--- src/rtl/fetch_pc_ctrl.sv ---
// fetch_pc_ctrl
// Fetch-stage PC controller for the Y86 pipeline.
//
// Chooses the PC to fetch (f_pc) from one of three sources, highest
// priority first:
//   1. the W-stage ret correction
//   2. the M-stage jXX not-taken correction
//   3. the registered prediction F_predPC
// The next prediction comes from the fetched instruction: the jump or call
// target, the return-address stack (RAS) top for a ret, or the
// fall-through PC for everything else.
//
// Optional build macro: FETCH_PERF_CNT_EN
//   Defined   - misprediction counters are built.
//   Undefined - perf_jmp_miss and perf_ret_miss are tied to 0 and no
//               counter flops exist.
//
// Ports
//   clk, rst        clock and synchronous active-high reset
//   F_stall         hold F_predPC and the RAS for this cycle
//   f_icode/f_valC/f_valP
//                   fields of the instruction fetched at f_pc
//   M_icode/M_Cnd/M_valA
//                   M-stage jXX resolution
//   W_icode/W_valM/W_ret_pred_vld/W_ret_predPC
//                   W-stage ret resolution against the prediction
//                   carried down the pipe
//   f_pc            PC to fetch this cycle
//   F_predPC        registered predicted PC
//   f_ret_pred_vld  fetched ret has a valid RAS prediction
//   f_ret_predPC    RAS top (0 when the RAS is empty)
//   f_redirect      f_pc came from an M or W correction
//   perf_jmp_miss   jXX mispredict count
//   perf_ret_miss   ret mispredict count
module fetch_pc_ctrl #(
    parameter int unsigned       ADDR_W    = 64,
    parameter int unsigned       RAS_DEPTH = 8,
    parameter logic [ADDR_W-1:0] RESET_PC  = '0,
    parameter int unsigned       CNT_W     = 32
) (
    input  logic              clk,
    input  logic              rst,
    input  logic              F_stall,
    input  logic [3:0]        f_icode,
    input  logic [ADDR_W-1:0] f_valC,
    input  logic [ADDR_W-1:0] f_valP,
    input  logic [3:0]        M_icode,
    input  logic              M_Cnd,
    input  logic [ADDR_W-1:0] M_valA,
    input  logic [3:0]        W_icode,
    input  logic [ADDR_W-1:0] W_valM,
    input  logic              W_ret_pred_vld,
    input  logic [ADDR_W-1:0] W_ret_predPC,
    output logic [ADDR_W-1:0] f_pc,
    output logic [ADDR_W-1:0] F_predPC,
    output logic              f_ret_pred_vld,
    output logic [ADDR_W-1:0] f_ret_predPC,
    output logic              f_redirect,
    output logic [CNT_W-1:0]  perf_jmp_miss,
    output logic [CNT_W-1:0]  perf_ret_miss
);

    localparam int unsigned      PTR_W    = (RAS_DEPTH > 1) ? $clog2(RAS_DEPTH) : 1;
    localparam int unsigned      OCC_W    = $clog2(RAS_DEPTH + 1);
    localparam logic [OCC_W-1:0] OCC_FULL = OCC_W'(RAS_DEPTH);
    localparam logic [3:0]       I_JXX    = 4'h7;
    localparam logic [3:0]       I_CALL   = 4'h8;
    localparam logic [3:0]       I_RET    = 4'h9;

    logic [ADDR_W-1:0] pred_pc_q, pred_pc_d;
    logic [ADDR_W-1:0] ras_q [RAS_DEPTH];
    logic [ADDR_W-1:0] ras_d [RAS_DEPTH];
    logic [PTR_W-1:0]  ptr_q, ptr_d;
    logic [OCC_W-1:0]  occ_q, occ_d;

    logic              w_miss;
    logic              m_miss;
    logic              ras_nonempty;
    logic [ADDR_W-1:0] ras_top;
    logic [ADDR_W-1:0] f_pred_pc;

    // Correction detection and PC select. The W ret is older than the jXX
    // in M, so a W correction makes the M jXX wrong-path and wins.
    always_comb begin
        w_miss = (W_icode == I_RET) && (!W_ret_pred_vld || (W_valM != W_ret_predPC));
        m_miss = (M_icode == I_JXX) && !M_Cnd;
        f_redirect = w_miss || m_miss;
        if (w_miss) begin
            f_pc = W_valM;
        end else if (m_miss) begin
            f_pc = M_valA;
        end else begin
            f_pc = pred_pc_q;
        end
    end

    // ptr_q points at the next free slot, so the top sits one below it.
    // Once full, the next push lands on the oldest entry; that is the
    // intended circular overwrite.
    always_comb begin
        ras_nonempty   = (occ_q != '0);
        ras_top        = ras_q[ptr_q - PTR_W'(1)];
        f_ret_predPC   = ras_nonempty ? ras_top : '0;
        f_ret_pred_vld = (f_icode == I_RET) && ras_nonempty;

        if ((f_icode == I_JXX) || (f_icode == I_CALL)) begin
            f_pred_pc = f_valC;
        end else if (f_ret_pred_vld) begin
            f_pred_pc = ras_top;
        end else begin
            f_pred_pc = f_valP;
        end
    end

    // Prediction register and RAS next state. Wrong-path pushes and pops
    // are not undone on redirect; the W-stage check catches any ret that
    // a corrupted stack mispredicts.
    always_comb begin
        pred_pc_d = pred_pc_q;
        ras_d     = ras_q;
        ptr_d     = ptr_q;
        occ_d     = occ_q;
        if (!F_stall) begin
            pred_pc_d = f_pred_pc;
            if (f_icode == I_CALL) begin
                ras_d[ptr_q] = f_valP;
                ptr_d        = ptr_q + PTR_W'(1);
                if (occ_q != OCC_FULL) begin
                    occ_d = occ_q + OCC_W'(1);
                end
            end else if (f_ret_pred_vld) begin
                ptr_d = ptr_q - PTR_W'(1);
                occ_d = occ_q - OCC_W'(1);
            end
        end
    end

    always_ff @(posedge clk) begin
        if (rst) begin
            pred_pc_q <= RESET_PC;
            ras_q     <= '{default: '0};
            ptr_q     <= '0;
            occ_q     <= '0;
        end else begin
            pred_pc_q <= pred_pc_d;
            ras_q     <= ras_d;
            ptr_q     <= ptr_d;
            occ_q     <= occ_d;
        end
    end

    assign F_predPC = pred_pc_q;

`ifdef FETCH_PERF_CNT_EN
    logic [CNT_W-1:0] jmp_miss_q, jmp_miss_d;
    logic [CNT_W-1:0] ret_miss_q, ret_miss_d;

    // A jXX miss shadowed by a W ret miss is wrong-path and is not counted.
    always_comb begin
        jmp_miss_d = jmp_miss_q;
        ret_miss_d = ret_miss_q;
        if (m_miss && !w_miss) begin
            jmp_miss_d = jmp_miss_q + CNT_W'(1);
        end
        if (w_miss) begin
            ret_miss_d = ret_miss_q + CNT_W'(1);
        end
    end

    always_ff @(posedge clk) begin
        if (rst) begin
            jmp_miss_q <= '0;
            ret_miss_q <= '0;
        end else begin
            jmp_miss_q <= jmp_miss_d;
            ret_miss_q <= ret_miss_d;
        end
    end

    assign perf_jmp_miss = jmp_miss_q;
    assign perf_ret_miss = ret_miss_q;
`else
    assign perf_jmp_miss = '0;
    assign perf_ret_miss = '0;
`endif

endmodule

--- config.mk ---
export PLATFORM = sky130hd
export DESIGN_NAME = fetch_pc_ctrl
export DESIGN_NICKNAME = d
export VERILOG_FILES = /design/src/rtl/fetch_pc_ctrl.sv
export SDC_FILE = /design/constraint.sdc
export NUM_CORES = 2
export LEC_CHECK = 0
export BUFFER_PORTS_ARGS = -buffer_cell sky130_fd_sc_hd__buf_2
export CAP_MARGIN = 25
export CORE_MARGIN = 5
export CORE_UTILIZATION = 50
export DETAILED_ROUTE_END_ITERATION = 10
export PLACE_DENSITY_LB_ADDON = 0.12
export SLEW_MARGIN = 25
export SYNTH_ARGS = -nofsm -noshare
export SYNTH_HDL_FRONTEND = slang
export SYNTH_SLANG_ARGS = --single-unit
--- constraint.sdc ---
create_clock -name clk -period 3 [get_ports clk]
set_input_delay 0.15 -clock clk [delete_from_list [all_inputs] [get_ports clk]]
set_output_delay 0.15 -clock clk [all_outputs]
set_load 0.01 [all_outputs]
# After elaboration in Yosys (flattened, before gate mapping)
# Cells that the tools add are included.
dict set report op_classes {
  add_sub_neg 4
  order_cmp 3
  n_eq_ne 8
  mux 16
  n_bitwise 3
  reduce_logical 14
}
# operator count
set op_table {}
lappend op_table {{512-bit bitwise mux} 1}
lappend op_table {{64-bit 2-to-1 mux} 8}
lappend op_table {{64-bit binary-select mux with 3-bit select} 1}
lappend op_table {{64-bit demux with 3-bit select} 1}
lappend op_table {{64-bit != test} 1}
lappend op_table {{4-bit equality test (second input constant)} 3}
lappend op_table {{4-bit 2-to-1 mux} 3}
lappend op_table {{4-bit by 3-bit equality test with 1-bit output (second input constant)} 2}
lappend op_table {{4-bit greater-or-equal comparator (second input constant)} 2}
lappend op_table {{3-bit inverter with 4-bit output} 2}
lappend op_table {{3-bit 2-to-1 mux} 2}
lappend op_table {{4-bit by 1-bit adder with 4-bit output (second input constant)} 1}
lappend op_table {{1-bit logical AND} 4}
lappend op_table {{4-bit by 1-bit less-than comparator with 1-bit output (second input constant)} 1}
lappend op_table {{4-bit != test (second input constant)} 1}
lappend op_table {{2-bit AND reduction} 2}
lappend op_table {{4-bit nonzero test} 1}
lappend op_table {{4-bit by 1-bit subtractor with 4-bit output (second input constant)} 1}
lappend op_table {{3-bit by 1-bit adder with 3-bit output (second input constant)} 1}
lappend op_table {{1-bit logical OR} 3}
lappend op_table {{3-bit AND reduction} 1}
lappend op_table {{3-bit by 1-bit subtractor with 3-bit output (second input constant)} 1}
lappend op_table {{1-bit logical NOT} 2}
lappend op_table {{2-bit by 1-bit != test with 1-bit output (second input constant)} 1}
lappend op_table {{2 further kinds} 2}
dict set report totals {
  regBits 583
  in_bits 337
  elab_cells 59
}

# Depth between registers and ports, before layout
dict set report logic_depth {
  ltp_word 7
  mapped_depth 11
  depth_no_buf 10
}

# Least setup slack after synthesis
# Ideal clock, no wire load.
dict set report synth_path {
  kind {register -> register}
  start {register ptr_q[1]}
  end {register pred_pc_q[44] (netlist: F_predPC[44])}
  setup_time_ns 0.142
  t_arrival_ns 2.615
  slack_ns 0.243
  stages_incl_launch_ff 11
  path_cell_list {dfxtp_1 -> clkbuf_1 -> inv_2 -> ha_1 -> clkbuf_1 -> clkbuf_1 -> mux4_2 -> mux2i_1 -> nand2_1 -> o211ai_1 -> a221oi_1}
}
dict set report synth_via {
  elab_chain_len 7
}
# item line_no
set synth_lines {}
lappend synth_lines {{from (decl)} 73} ;# logic [PTR_W-1:0] ptr_q, ptr_d;
lappend synth_lines {{from (signal assigned)} 147} ;# ptr_q <= ptr_d;
lappend synth_lines {{3-bit by 1-bit subtractor with 3-bit output} 102} ;# ras_top = ras_q[ptr_q - PTR_W'(1)];
lappend synth_lines {{3-bit inverter with 4-bit output (not written as such)} 102}
lappend synth_lines {{64-bit binary-select mux with 3-bit select} 102}
lappend synth_lines {{64-bit 2-to-1 mux (not written as such) (2 in series)} 102}
lappend synth_lines {{64-bit 2-to-1 mux} 108} ;# end else if (f_ret_pred_vld) begin
lappend synth_lines {{64-bit 2-to-1 mux} 106} ;# if ((f_icode == I_JXX) || (f_icode == I_CALL)) begin
lappend synth_lines {{to (signal assigned)} 145} ;# pred_pc_q <= pred_pc_d;
lappend synth_lines {{to (decl)} 70} ;# logic [ADDR_W-1:0] pred_pc_q, pred_pc_d;
# Every way passes these cells. The select of a mux whose other input is x is not followed.
# A chain may end at the register's enable or synchronous reset.

# Final worst setup path
dict set report layout_path {
  start {input port W_valM[2]}
  end {output port f_pc[63]}
}
dict set report layout_via {
  elab_chain_len 4
}
# item line_no
set layout_lines {}
lappend layout_lines {{from (decl)} 51} ;# input logic [ADDR_W-1:0] W_valM,
lappend layout_lines {{64-bit != test} 85} ;# w_miss = (W_icode == I_RET) && (!W_ret_pred_vld || (W_valM != W_ret_predPC));
lappend layout_lines {{1-bit logical OR} 85}
lappend layout_lines {{1-bit logical AND} 85}
lappend layout_lines {{64-bit 2-to-1 mux} 88} ;# if (w_miss) begin
lappend layout_lines {{to (decl)} 54} ;# output logic [ADDR_W-1:0] f_pc,
# Every way passes these cells.

==> impl_results.md <==
- Run status: finished, final reports clean
- Class of the tightest hold or removal check: primary input to register
- Mapped cell area: slightly below 30000 µm²
- Clock-pin slew reported for the worst setup and hold paths after clock tree synthesis: 60 ps
- Number of port buffers: 530
- Worst setup slack for register-to-register paths: between 100 and 150 ps
- Largest fanout on the critical path: 12
- Wire length per cell: ~24 µm
- Area after DPL: 32600 µm²
- Period Utilization, post-route: 99.9%
- Via count of the first global-routing pass: 27800
- Leakage dissipation: about 14 nW
- Number of H-tree levels: 2
- Setup crit start kind: primary input
- Post-synthesis cell count: ~3700
- Total vias in the final route: a little under 30000
- VDD IR-drop max: 0.486 mV
- Nature of the critical path endpoint: primary output
- Worst Max-Slew Pin Slew: between 1000 and 1500 ps
- Pin count of the biggest net entering global routing: 130
- Die Y-Extent: 253 µm
- Area of the die: between 60000 and 70000 µm²
- Worst hold stages: 3
- Final setup violating endpoints: 0
- Crit path kind: primary input to primary output
- Finished Layout Cells: around 5000
- Register area: 11700 µm²
- Worst Reg2Reg Path Length in Cells: 9
- Cell at the root of the clock tree: clkbuf_16
- Clock Sink Count: approximately 600
- Number of buffers on the longest clock path: 3
- Width of the die: 253 µm
- Share of Yosys cell area claimed by the top area cell type: 39.4%
- Worst endpoint required time: about 2900 ps
- Power per cell area: between 400 and 500 nW/µm²
- Multi-input gate area: ~16000 µm²
- Worst path arrival time: 2850 ps
- Reg-to-reg critical path endpoint: F_predPC[15]$_SDFFE_PP0N_
- Wire length of the first global-routing pass: around 180000 µm
- Gpl congestion: around 0.96
- Commonest non-fill, non-tap cell in the layout: nand2_1
- Worst stage delay on the critical path: between 400 and 500 ps
- Worst path cell trace: buf_2 > xnor2_1 > buf_4 > nand4_1 > nor3_1 > and4_2 > a311oi_1 > nor3_1 > buf_2
- Total design power: ~17 mW
- Count of flip-flops with a built-in enable after synthesis: 0
- Origin of the worst min-delay path: f_valC[62]
- Commonest cells after routing, fill and taps aside: 1094 x nand2_1, 582 x dfxtp_1, 580 x a21oi_1
- Global-route track usage on met3: slightly above 7%
- Warnings, synthesis: 0
- Final layout net count: approximately 4500
- FILL cells: 5331
- Highest clock rate: around 0.33 GHz
- Max-slew violation count: 0
- Max-cap viol count: 0
- Clk_lat worst skew: 640 ps
- Number of placed instances with taps included: between 4000 and 5000
- Top area cells in the synthesized netlist: dfxtp_1 39%, nand2_1 14%, a21oi_1 9.8%
- Startpoint of the worst-slack reg-to-reg timing path: ptr_q[1]$_SDFFE_PP0P_
- Violation count after the first detailed-routing iteration: around 3300
- Final Skew: 31.4 ps
- Fraction of registers with async set/reset: 0%
- Relative area change from synthesis to final layout: 20.9%
- Distinct cell type count of the synthesized netlist: 53
- Cell accounting for the most synthesized area: dfxtp_1
- Final instance area: around 36000 µm²
- Busiest layer in global routing: met2
- Detailed placement HPWL: 78400 µm
- Total of flip-flops plus latches after synthesis: around 580
- Hold worst-path end: F_predPC[62]$_SDFFE_PP0N_
- Avg Inst Size Synth: between 7 and 8 µm²
- Num ports: a little under 600
- Unrepaired setup endpoints after global routing: false
- Number of antenna violations at the first check in global routing: 6
- Post-Route WL: ~120000 µm
- Total number of placement rows: slightly below 90
- Headroom to the max-slew limit: a little over a quarter
- Clock tree from TritonCTS: done
- Slowest CP cell: and4_2
- Post-layout util: between 60% and 70%
- Sequential cell area fraction in the yosys report: roughly two fifths
- Overall Global Routing Usage: roughly 35%
- Detailed-route vias per instance: 5.95
- Setup TNS: 0 ps
- Remaining design rule violation count: 0
- Drt first pass iters: 6
- GRT Residual Overflow: 0
- M1 GR Usage: ~45%
- Inserted Clock Buffers: 60
- Final Hold Violating Endpoints: 0
- Floorplan core area: 58800 µm²
- Initial core utilization: roughly 50%
- Antenna Violating Nets Remaining: 0
- Routing usage on met2: between 50% and 60%
- Final worst path period need: about 3000 ps
- Fraction of layout instances using a drive strength above 1: between 20% and 30%
- Top_reg_cell synth: dfxtp_1
-- power breakdown --
group | total [mW] | leakage [nW] | switching, mW | internal [mW]
Sequential | 7.92 | 4.71 | 0.0988 | 7.82
Combinational | 2.03 | 8.21 | 1.23 | 0.795
Clock | 7.39 | 0.949 | 3.15 | 4.24
Total | 17.3 | 13.9 | 4.49 | 12.9
-- per-stage QoR --
step,hold WS [ps],worst slack (ps)
2_1_floorplan,377,243
6_report,23.6,1.78
3_5_place_dp,443,145
3_3_place_gp,439,161
4_1_cts,4.97,72.3
5_1_grt,29.2,5.39
-- worst max-delay path: cells and delay by family --
family,cells,cell delay (ps)
AOI/OAI and AO/OA,1,180
and+or+nand+nor,4,1610
xor gates and xnor gates,1,260
buffers and inverters,3,630
-- how the worst max path moves through the flow --
| stage | cells past startpoint | start | endpoint |
|---|---|---|---|
| 6_report | 9 | W_valM[2] | f_pc[63] |
| 5_1_grt | 5 | ptr_q[0]$_SDFFE_PP0P_ | f_ret_predPC[15] |
| 3_5_place_dp | 9 | W_valM[2] | f_pc[63] |
| 3_3_place_gp | 9 | W_valM[24] | f_pc[63] |
| 4_1_cts | 5 | ptr_q[0]$_SDFFE_PP0P_ | f_ret_predPC[51] |
| 2_1_floorplan | 10 | ptr_q[1]$_SDFFE_PP0P_ | F_predPC[44]$_SDFFE_PP0N_ |
-- flip-flops by register name, indices dropped and copies added, names as in the netlist --
signal    flops
occ_q         4
ras_q       512
F_predPC     64
ptr_q         3
-- routing by layer --
layer / vias up / routed length (µm)
met3: 316 / 11200
met2: 1591 / 56700
met4: 0 / 6080
met5: - / 0
li1: 13500 / -
met1: 14100 / 46700
-- timing repair --
action	in CTS	in global routing
pin swaps	1	0
resized for setup	4	1
hold buffers	125	0
endpoints found under the hold margin	575	0
setup buffers	2	0
endpoints found under the setup margin	12	3
-- cell usage after synthesis, drive strengths merged, types with 4 or more instances --
| master | number |
|---|---|
| a21oi | 580 |
| a221oi | 65 |
| a22oi | 63 |
| and3 | 65 |
| and4 | 4 |
| buf | 194 |
| clkbuf | 251 |
| dfxtp | 583 |
| ha | 4 |
| inv | 81 |
| mux2i | 128 |
| mux4 | 128 |
| nand2 | 1098 |
| nand2b | 14 |
| nand3 | 5 |
| nand4 | 70 |
| nor2 | 136 |
| nor2b | 7 |
| nor3 | 9 |
| nor4 | 10 |
| o2111ai | 5 |
| o211ai | 64 |
| o21ai | 65 |
| o22ai | 4 |
| or3 | 5 |
| xnor2 | 25 |
| xor2 | 24 |
-- final cells by class --
class / count / share of cell area [%]
clock inverters: 12 / 0.350
inverters: 81 / 0.857
well taps: 773 / 2.70
repair buffers: 749 / 14.0
clock buffers: 91 / 5.00
multi-input cells: 2661 / 44.4
flip-flops and latches: 583 / 32.6
diodes: 5 / 0.0350
-- kinds of logic after synthesis --
group	synth area share, %
AO/OA/AOI/OAI	16.6
buffers and inverters	8.04
AND/OR/NAND/NOR	20.1
other	0.0127
XOR/XNOR	1.48
multiplexers	14.1
flip-flops	39.4
adder cells (fa/ha/maj)	0.237
No activity file was read; power rests on OpenSTA's default activity.
